**src/rtl/i4002_bank.sv**
```systemverilog
// i4002_bank: MCS-4 data-RAM bank of NUM_CHIPS 4002-style chips on one cm_ram line.
// Each chip holds REGS_PER_CHIP registers of CHARS_PER_REG data characters
// plus STATUS_PER_REG status characters, and a 4-bit output port.
// A clear walker zeroes every storage location after reset or on clr_req.
//
// Ports:
//   clk      system clock
//   rst_n    asynchronous active-low reset (forces the clear walk)
//   sync     instruction-cycle sync; the next cycle is A1
//   cm_ram   RAM command line for this bank
//   clr_req  one-cycle pulse restarting the clear walk
//   dbus_in  data bus from the CPU
//   dbus_out read data, driven only during X2 of a read, else 0
//   io_out   output ports, chip k in bits [4k+3:4k]
//   busy     clear walk in progress

package mcs4;
  typedef logic [3:0] char_t;
  typedef enum logic [2:0] {A1, A2, A3, M1, M2, X1, X2, X3} instr_cyc_t;

  localparam char_t OP_WRM = 4'h0;
  localparam char_t OP_WMP = 4'h1;
  localparam char_t OP_SBM = 4'h8;
  localparam char_t OP_RDM = 4'h9;
  localparam char_t OP_ADM = 4'hB;
endpackage

module i4002_bank #(
  parameter int NUM_CHIPS      = 4,
  parameter int CHIP_ID_BASE   = 0,
  parameter int REGS_PER_CHIP  = 4,
  parameter int CHARS_PER_REG  = 16,
  parameter int STATUS_PER_REG = 4
) (
  input  logic                   clk,
  input  logic                   rst_n,
  input  logic                   sync,
  input  logic                   cm_ram,
  input  logic                   clr_req,
  input  mcs4::char_t            dbus_in,
  output mcs4::char_t            dbus_out,
  output logic [4*NUM_CHIPS-1:0] io_out,
  output logic                   busy
);
  import mcs4::*;

  // Data characters occupy the low part of one flat store, status the rest,
  // both chip-major, so the clear walk index is the store address directly.
  localparam int DATA_TOT = NUM_CHIPS*REGS_PER_CHIP*CHARS_PER_REG;
  localparam int TOTAL    = NUM_CHIPS*REGS_PER_CHIP*(CHARS_PER_REG+STATUS_PER_REG);
  localparam int WW       = $clog2(TOTAL+1);
  localparam int IW       = $clog2(TOTAL);
  localparam logic [WW-1:0] LAST = WW'(TOTAL-1);

  typedef enum logic {RUN, CLEAR} state_t;

  instr_cyc_t              cyc_q;
  logic                    src_hit_q, opa_valid_q;
  char_t                   addr_hi_q, addr_lo_q, opa_q, rd_q, rd_d;
  logic [NUM_CHIPS-1:0][3:0] io_q;
  state_t                  state_q, state_d;
  logic [WW-1:0]           walk_q, walk_d;
  logic [3:0]              store_q [TOTAL];

  int            chip_k;
  logic          chip_ok, data_ok, st_ok, running;
  logic          op_rd_data, op_rd_st, op_wr_data, op_wr_st, op_wmp;
  logic          bus_wr, we_data, we_st, we_io;
  logic [IW-1:0] data_idx, st_idx;

  // Phase counter, SRC/command latches and read register keep running in CLEAR.
  always_ff @(posedge clk or negedge rst_n) begin
    if (!rst_n) begin
      cyc_q       <= A1;
      src_hit_q   <= 1'b0;
      addr_hi_q   <= '0;
      addr_lo_q   <= '0;
      opa_valid_q <= 1'b0;
      opa_q       <= '0;
      rd_q        <= '0;
    end else begin
      cyc_q <= sync ? A1 : instr_cyc_t'(cyc_q + 3'd1);
      if (cyc_q == X2) begin
        src_hit_q <= cm_ram;
        if (cm_ram) addr_hi_q <= dbus_in;
      end
      if (cyc_q == X3 && src_hit_q) addr_lo_q <= dbus_in;
      if (cyc_q == M2) begin
        opa_valid_q <= cm_ram;
        if (cm_ram) opa_q <= dbus_in;
      end
      // Loaded only at X1, so it is non-zero for the X2 cycle alone.
      rd_q <= (cyc_q == X1) ? rd_d : '0;
    end
  end

  always_comb begin
    running    = (state_q == RUN);
    chip_k     = int'(addr_hi_q[3:2]) - CHIP_ID_BASE;
    chip_ok    = (chip_k >= 0) && (chip_k < NUM_CHIPS);
    data_ok    = chip_ok && (int'(addr_hi_q[1:0]) < REGS_PER_CHIP)
                 && (int'(addr_lo_q) < CHARS_PER_REG);
    st_ok      = chip_ok && (int'(addr_hi_q[1:0]) < REGS_PER_CHIP)
                 && (int'(opa_q[1:0]) < STATUS_PER_REG);
    data_idx   = IW'((chip_k*REGS_PER_CHIP + int'(addr_hi_q[1:0]))*CHARS_PER_REG
                     + int'(addr_lo_q));
    st_idx     = IW'(DATA_TOT + (chip_k*REGS_PER_CHIP + int'(addr_hi_q[1:0]))*STATUS_PER_REG
                     + int'(opa_q[1:0]));
    op_rd_data = opa_q inside {OP_SBM, OP_RDM, OP_ADM};
    op_rd_st   = (opa_q[3:2] == 2'b11);
    op_wr_data = (opa_q == OP_WRM);
    op_wr_st   = (opa_q[3:2] == 2'b01);
    op_wmp     = (opa_q == OP_WMP);

    rd_d = '0;
    if (opa_valid_q && running) begin
      if (op_rd_data && data_ok)    rd_d = store_q[data_idx];
      else if (op_rd_st && st_ok)   rd_d = store_q[st_idx];
    end

    // A coincident clr_req beats the write.
    bus_wr  = (cyc_q == X2) && opa_valid_q && running && !clr_req;
    we_data = bus_wr && op_wr_data && data_ok;
    we_st   = bus_wr && op_wr_st && st_ok;
    we_io   = bus_wr && op_wmp && chip_ok;
  end

  // Storage has no reset; the clear walk zeroes it one location per clock.
  always_ff @(posedge clk) begin
    if (!running)     store_q[walk_q[IW-1:0]] <= '0;
    else if (we_data) store_q[data_idx]       <= dbus_in;
    else if (we_st)   store_q[st_idx]         <= dbus_in;
  end

  always_ff @(posedge clk or negedge rst_n) begin
    if (!rst_n) begin
      io_q <= '0;
    end else if (clr_req || (!running && walk_q == '0)) begin
      io_q <= '0;
    end else if (we_io) begin
      for (int k = 0; k < NUM_CHIPS; k++)
        if (chip_k == k) io_q[k] <= dbus_in;
    end
  end

  always_comb begin
    state_d = state_q;
    walk_d  = walk_q;
    if (clr_req) begin
      state_d = CLEAR;
      walk_d  = '0;
    end else if (state_q == CLEAR) begin
      if (walk_q == LAST) begin
        state_d = RUN;
        walk_d  = '0;
      end else begin
        walk_d = walk_q + 1'b1;
      end
    end
  end

  always_ff @(posedge clk or negedge rst_n) begin
    if (!rst_n) begin
      state_q <= CLEAR;
      walk_q  <= '0;
    end else begin
      state_q <= state_d;
      walk_q  <= walk_d;
    end
  end

  assign dbus_out = running ? rd_q : '0;
  assign io_out   = io_q;
  assign busy     = !running;
endmodule
```
**config.mk**
```make
export PLATFORM = sky130hd
export DESIGN_NAME = i4002_bank
export DESIGN_NICKNAME = d
export VERILOG_FILES = /design/src/rtl/i4002_bank.sv
export SDC_FILE = /design/constraint.sdc
export NUM_CORES = 1
export LEC_CHECK = 0
export CORE_ASPECT_RATIO = 2
export CORE_MARGIN = 2
export CORE_UTILIZATION = 45
export DETAILED_ROUTE_END_ITERATION = 8
export GPL_ROUTABILITY_DRIVEN = 0
export GPL_TIMING_DRIVEN = 0
export PLACE_DENSITY_LB_ADDON = 0.3
export SLEW_MARGIN = 20
export SYNTH_ARGS = -nofsm -noshare
export SYNTH_HDL_FRONTEND = slang
export SYNTH_SLANG_ARGS = --single-unit
```
**constraint.sdc**
```tcl
create_clock -name clk -period 7.8 [get_ports clk]
set_input_delay 2.34 -clock clk [delete_from_list [all_inputs] [get_ports clk]]
set_output_delay 2.34 -clock clk [all_outputs]
set_load 0.02 [all_outputs]
```
# == Word level (Yosys, flattened, before mapping) ==
# Memories as Yosys holds them, arrays and structs flattened.
# Index checks and enable logic that the tools add are counted.
# op_classes
n_lt_le_gt_ge,2
addsub,6
n_bitwise,1
n_mux,32
n_reduce_logical,35
n_eq_ne,14
# ops
op,count
two-way mux 9 bit,5
two-way mux 4 bit,11
zero test 32 bit,1
two-way mux 16 bit,2
logical AND 1 bit,15
two-way mux 1 bit,13
"equality test 3 bit, second input constant",4
"equality test 4 bit, second input constant",3
AND reduction 2 bit,6
nonzero test 2 bit,6
"adder 9 x 1 -> 9 bit, second input constant",1
adder 9 x 2 -> 9 bit,1
adder 9 x 5 -> 9 bit,1
"adder 9 x 7 -> 9 bit, first input constant",1
"equality test 9 bit, second input constant",1
zero test 9 bit,1
OR reduction 4 bit,2
"equality test 2 bit, second input constant",3
adder 4 x 2 -> 5 bit,1
"equality test 2 x 1 -> 1 bit, second input constant",2
"equality test 4 x 1 -> 1 bit, second input constant",1
zero test 4 bit,1
"adder 3 x 1 -> 3 bit, second input constant",1
"< comparator 2 x 3 -> 1 bit, second input constant",1
6 further kinds,6
# word_totals
out_inout_bits,21
memories,1
ramBits,1280
register_bits,47
# mem_list
memory,depth,width,rd,rd_ports_with_merged_regs,write_ports,line_no,rtl
store_q,320,4,2,0,1,63,logic [3:0] store_q [TOTAL];

# == Longest topological paths before layout ==
# depth
word_depth,12
mapped_depth,12
ltp_nobuf,9

# == Least setup slack after synthesis ==
# Ideal clock, no wire load.
# synth_path
path_type,input port to flip-flop
from,in clr_req
to,mem store_q[0][0] (data pin)
setup_slack_ns,-0.362
path_buffers,1
stages,5
setup_time_ns,1.038
arrival_time_ns,7.123
cell_sequence,buf_2 -> nor2_4 -> nand2_1 -> nor2_1 -> and2_1
# synth_between
elab_chain_len,10
elab_cells_between_ends,17
# synth_rtl
element,line_no,rtl
start: declaration,39,"input logic clr_req,"
zero test 1 bit (*),122,bus_wr = (cyc_q == X2) && opa_valid_q && running && !clr_req;
logical AND 1 bit (*),122,
"logical AND 1 bit, on equally long branches (2 in a row)","123, 124",
"two-way mux 1 bit, on equally long branches","131, 132",
"two-way mux 1 bit, on equally long branches","130, 131",
"two-way mux 1 bit, on equally long branches","131, 130",
OR reduction 4 bit (no source line) / two-way mux 1 bit (equally long branches),-,
two-way mux 4 bit (no source line) / OR reduction 4 bit (equally long branches),-,
two-way mux 4 bit (no source line) (*),-,
end: declaration,63,
# Mark *: on every way between the ends. The rest lies on a longest branch, timed or not.

# == Worst setup path after layout ==
# layout_path
from,in clr_req
to,"mem store_q[170][3], enable pin"
# layout_between
elab_chain_len,10
elab_cells_between_ends,19
# layout_rtl
element,line_no
zero test 1 bit (*),122
logical AND 1 bit (*),122
"logical AND 1 bit, on equally long branches (2 in a row)","123, 124"
"two-way mux 1 bit, on equally long branches","131, 132"
"two-way mux 1 bit, on equally long branches","130, 131"
"two-way mux 1 bit, on equally long branches","131, 130"
OR reduction 4 bit (no source line) / two-way mux 1 bit (equally long branches),-
"two-way mux 9 bit (no source line), or another cell as far along",-
two-way mux 9 bit (no source line) / two-way mux 1 bit (equally long branches),-
# Marks and branches as above.

==> reports/results.env <==
AREA_GROWTH_PCT=11.84
FINAL_ANTENNA_NET_COUNT=0
CLOCK_PATH_BUFFERS=3
CRIT_CHAIN='buf_2 -> nor2_4 -> nand2_1 -> nor2_1 -> nor2_1 -> nor3b_2 -> nand2_1 -> clkbuf_1 -> nor2_1'
LAYOUT_WORST_PATH_CYCLE_SHARE_PCT=72.62
SYNTH_AREA_UM2=52800
PIN_COUNT=30
MAXSLEWHEADROOM_PCT=13.65
YOSYSUNIQUECELLTYPES=67
WORSTSKEWPAIRLATENCY_NS=0.76
CRITPATHMOSTFREQUENTCELL='nor2_1'
TIMING.FINAL.CRIT_PERIOD_NS=5.664
FLOORPLAN.ROWS=177
NETLIST_INSTANCES=2664
TIMING.SETUP.CRITICAL_PATH_CLASS='primary input to flip-flop'
PRECTSSETUPSLACK_NS=1.499
TRITONCTS_NUM_SINKS=1327
DIE_AREA_UM2=120300
CLK_TRANSITION_REPORTED_PATHS_NS=0.07
TRITONCTS.NUM_BUFFERS=105
CRITICAL_PATH.SLOWEST_CELL='nand2_1'
FINISH.NET_COUNT=2836
CRITPATHMAXFANOUT=10
SETUP.WORST_PATH.END_CLASS='flip-flop'
CTS-HTREE-LEVELS=3
FINISH.INSTANCE_AREA_UM2=59050
RUN_STATUS='completed'
ROUTEDWLPERCELL_UM=38.07
HOLDBUFCOUNTCTS=0
SYN_AREA_PER_CELL_UM2=19.82
CLOCK_TREE_FROM_TRITONCTS='built'
MAXCAPVIOLCOUNT=0
FINAL_LAYOUT_SIZE_SUFFIX_GT1_SHARE_PCT=23.54
REMAINING_OVERFLOW_GRT=0
REGISTER_AREA_SHARE_AFTER_SYNTHESIS_PCT=75.03
PLACEABLECOREAREA_UM2=116300
CRITICAL_PATH_ARRIVAL_NS=6.04
GRTUSAGETOTAL_PCT=28.50
PORTBUFFERS=28
DIEHEIGHT_UM=488.4
POWER.TOTAL_W=0.01533
LAUNCHING_ELEMENT_TYPE_OF_THE_CRITICAL_PATH='primary input'
HOLD_VIOL=0
PLACEDINSTANCEAREA_UM2=55550
FINAL_UTIL_PCT=50.79
DETAILEDPLACEMENTHPWL_MM=118.2
POSTSYNTH.TOPFLOPCELL='edfxtp_1'
DRC_VIOLS=0
RSZ0062_AT_GRT='false'
SETUP_VIOL=0
INITIAL_CORE_UTIL_PCT=45.41
DRT_FIRST_ITER_VIOLATIONS=3599
CRITICAL_PATH_REQUIRED_NS=8.17
WORSTMARGINPINSLEW_NS=1.287
VIA_COUNT=28611
FIRST_GLOBAL_VIAS=29919
FINALWIRELENGTH_MM=168.7
CTS-ROOT-BUF='clkbuf_16'
FINAL_CRITICAL_PATH_SETUP_SLACK_NS=2.136
YS.WARNINGS.COUNT=0
SYN_NETS=2680
MAX_FREQ_MHz=176.5
GRT_MAX_DEGREE=81
SKEW_NS=0.03655
REPORT.FINAL.SLEW_VIOL_COUNT=0
WL_MET2_MM=87.53
POWER.IR.VDD_WORST_mV=0.2202
GRT_FIRST_PASS_WIRELENGTH_MM=231.2
ROUTE.TOP_LAYER_USED='met4'
GRT_ANTENNA_BEFORE_REPAIR=5
DIE_W_UM=246.2
POWER_DENSITY_nW_PER_UM2=259.6
CRITICAL-PATH-MAX-STAGE-DELAY_NS=0.80
FILLCELLCOUNT=9168
SYNTH_ENABLE_FLOP_CELLS=1280
SYNTH-ASYNC-RESET-RATIO_PCT=3.542
P_LEAK_nW=19.56
DRT_PASS1_ITERATIONS=6
ROUTEDLENGTHMET1_MM=49.10
POST-CTS-SETUP-BUFFER-COUNT=0
POST_CTS.RESIZED_INSTANCES=0
REGISTER_BIT_TOTAL_FROM_SYNTHESIS=1327
AVGVIACOUNTPERCELL=6.458
WORST_HOLD_PATH_TYPE='flip-flop to flip-flop'
ROUTED-WL-MET3_MM=12.67
==> cells by family (layout without fill, tap and decap cells) <==
kind of cell / after synthesis / in the layout / synth area share [%]
flip-flops: 1327 / 1327 / 75.03
AND/OR/NAND/NOR: 568 / 568 / 4.675
multiplexers: 416 / 416 / 16.24
buffers and inverters: 175 / 417 / 1.590
AO/OA/AOI/OAI: 170 / 170 / 2.282
adder cells (fa/ha/maj): 7 / 7 / 0.1659
XOR/XNOR: 1 / 1 / 0.01659
other: 0 / 3 / 0
==> cells in the mapped netlist (9+ instances only) <==
cell type / instances / area share (%)
edfxtp_1: 1280 / 73
nor2_1: 367 / 2.6
mux4_2: 351 / 15
nand2_1: 71 / 0.50
clkbuf_1: 70 / 0.50
buf_2: 50 / 0.47
mux2i_1: 49 / 0.93
dfrtp_1: 46 / 2.2
a22oi_1: 28 / 0.40
nand3_1: 27 / 0.26
a21oi_1: 23 / 0.22
buf_4: 22 / 0.31
nor2b_1: 22 / 0.26
o21ai_0: 22 / 0.21
o22ai_1: 18 / 0.21
buf_1: 16 / 0.11
mux2_2: 16 / 0.34
or3_1: 14 / 0.17
nor3_1: 13 / 0.12
a221oi_1: 12 / 0.20
inv_1: 11 / 0.078
o221ai_1: 11 / 0.18
a211oi_1: 10 / 0.14
and2_1: 9 / 0.11
==> where the power goes <==
part           switching, W  internal [W]
clock network       0.00257       0.00295
logic               0.00143      0.000633
registers         0.0000269       0.00772
total               0.00403        0.0113
==> worst paths after layout <==
check	start	to	slack, ns	cells past startpoint
max reg2reg	opa_q[1]$_DFFE_PN0P_	store_q[170][3]$_DFFE_PP_	2.80	9
max	clr_req	store_q[170][3]$_DFFE_PP_	2.14	9
max in group asynchronous	rst_n	addr_lo_q[1]$_DFFE_PN0P_	5.64	1
min reg2reg	cyc_q[0]$_DFF_PN0_	cyc_q[0]$_DFF_PN0_	0.51	1
min in group asynchronous	rst_n	io_out[2]$_DFFE_PN0P_	1.66	1
min	cyc_q[0]$_DFF_PN0_	cyc_q[0]$_DFF_PN0_	0.51	1
==> through the flow <==
step           hold slack, ns  setup TNS (ns)  std cells
2_1_floorplan          0.4455               0       2664
3_3_place_gp           0.4639         -452.89       4213
3_5_place_dp           0.4955               0       4233
4_1_cts                0.5116               0       4426
5_1_grt                0.5341               0       4428
6_report               0.5144               0       4430
==> sequential cells by signal, indices dropped and copies added, names as in the netlist <==
register and count:
cyc_q 3, io_out 16, addr_hi_q 4, src_hit_q 1, walk_q 9, store_q 1280, opa_valid_q 1, rd_q 4
addr_lo_q 4, busy 1, opa_q 4
==> routing by layer <==
layer	global-route usage, %	vias to the layer above
met2	49.08	1809
li1	-	11171
met4	27.16	0
met5	0	-
met3	5.405	649
met1	28.46	14982
==> area by class of cell <==
type | instances | area (um2) | share of cell area, %
Sequential cell | 1327 | 39610 | 67.08
Multi-Input combinational cell | 1162 | 12400 | 21.00
Clock buffer | 120 | 2715 | 4.598
Tap cell | 1521 | 1903 | 3.223
Buffer | 163 | 828.3 | 1.403
Timing Repair Buffer | 49 | 774.5 | 1.312
Clock inverter | 73 | 763.2 | 1.292
Inverter | 12 | 45.04 | 0.07628
Antenna cell | 3 | 7.507 | 0.01271
==> cell usage in the layout, fill, tap and decap left out, types with 22 or more instances in the layout <==
cell	instances
a21oi_1	23
a22oi_1	28
buf_2	57
buf_4	24
clkbuf_1	64
clkbuf_16	106
clkdlybuf4s50_1	27
dfrtp_1	46
edfxtp_1	1280
mux2i_1	49
mux4_2	351
nand2_1	69
nand3_1	22
nor2_1	365
o21ai_0	22
==> critical path: cells and delay by family <==
family / cells / cell delay [ns]
simple gates: 7 / 2.78
buf+inv: 2 / 0.87
(Power assumes the default switching activity.)
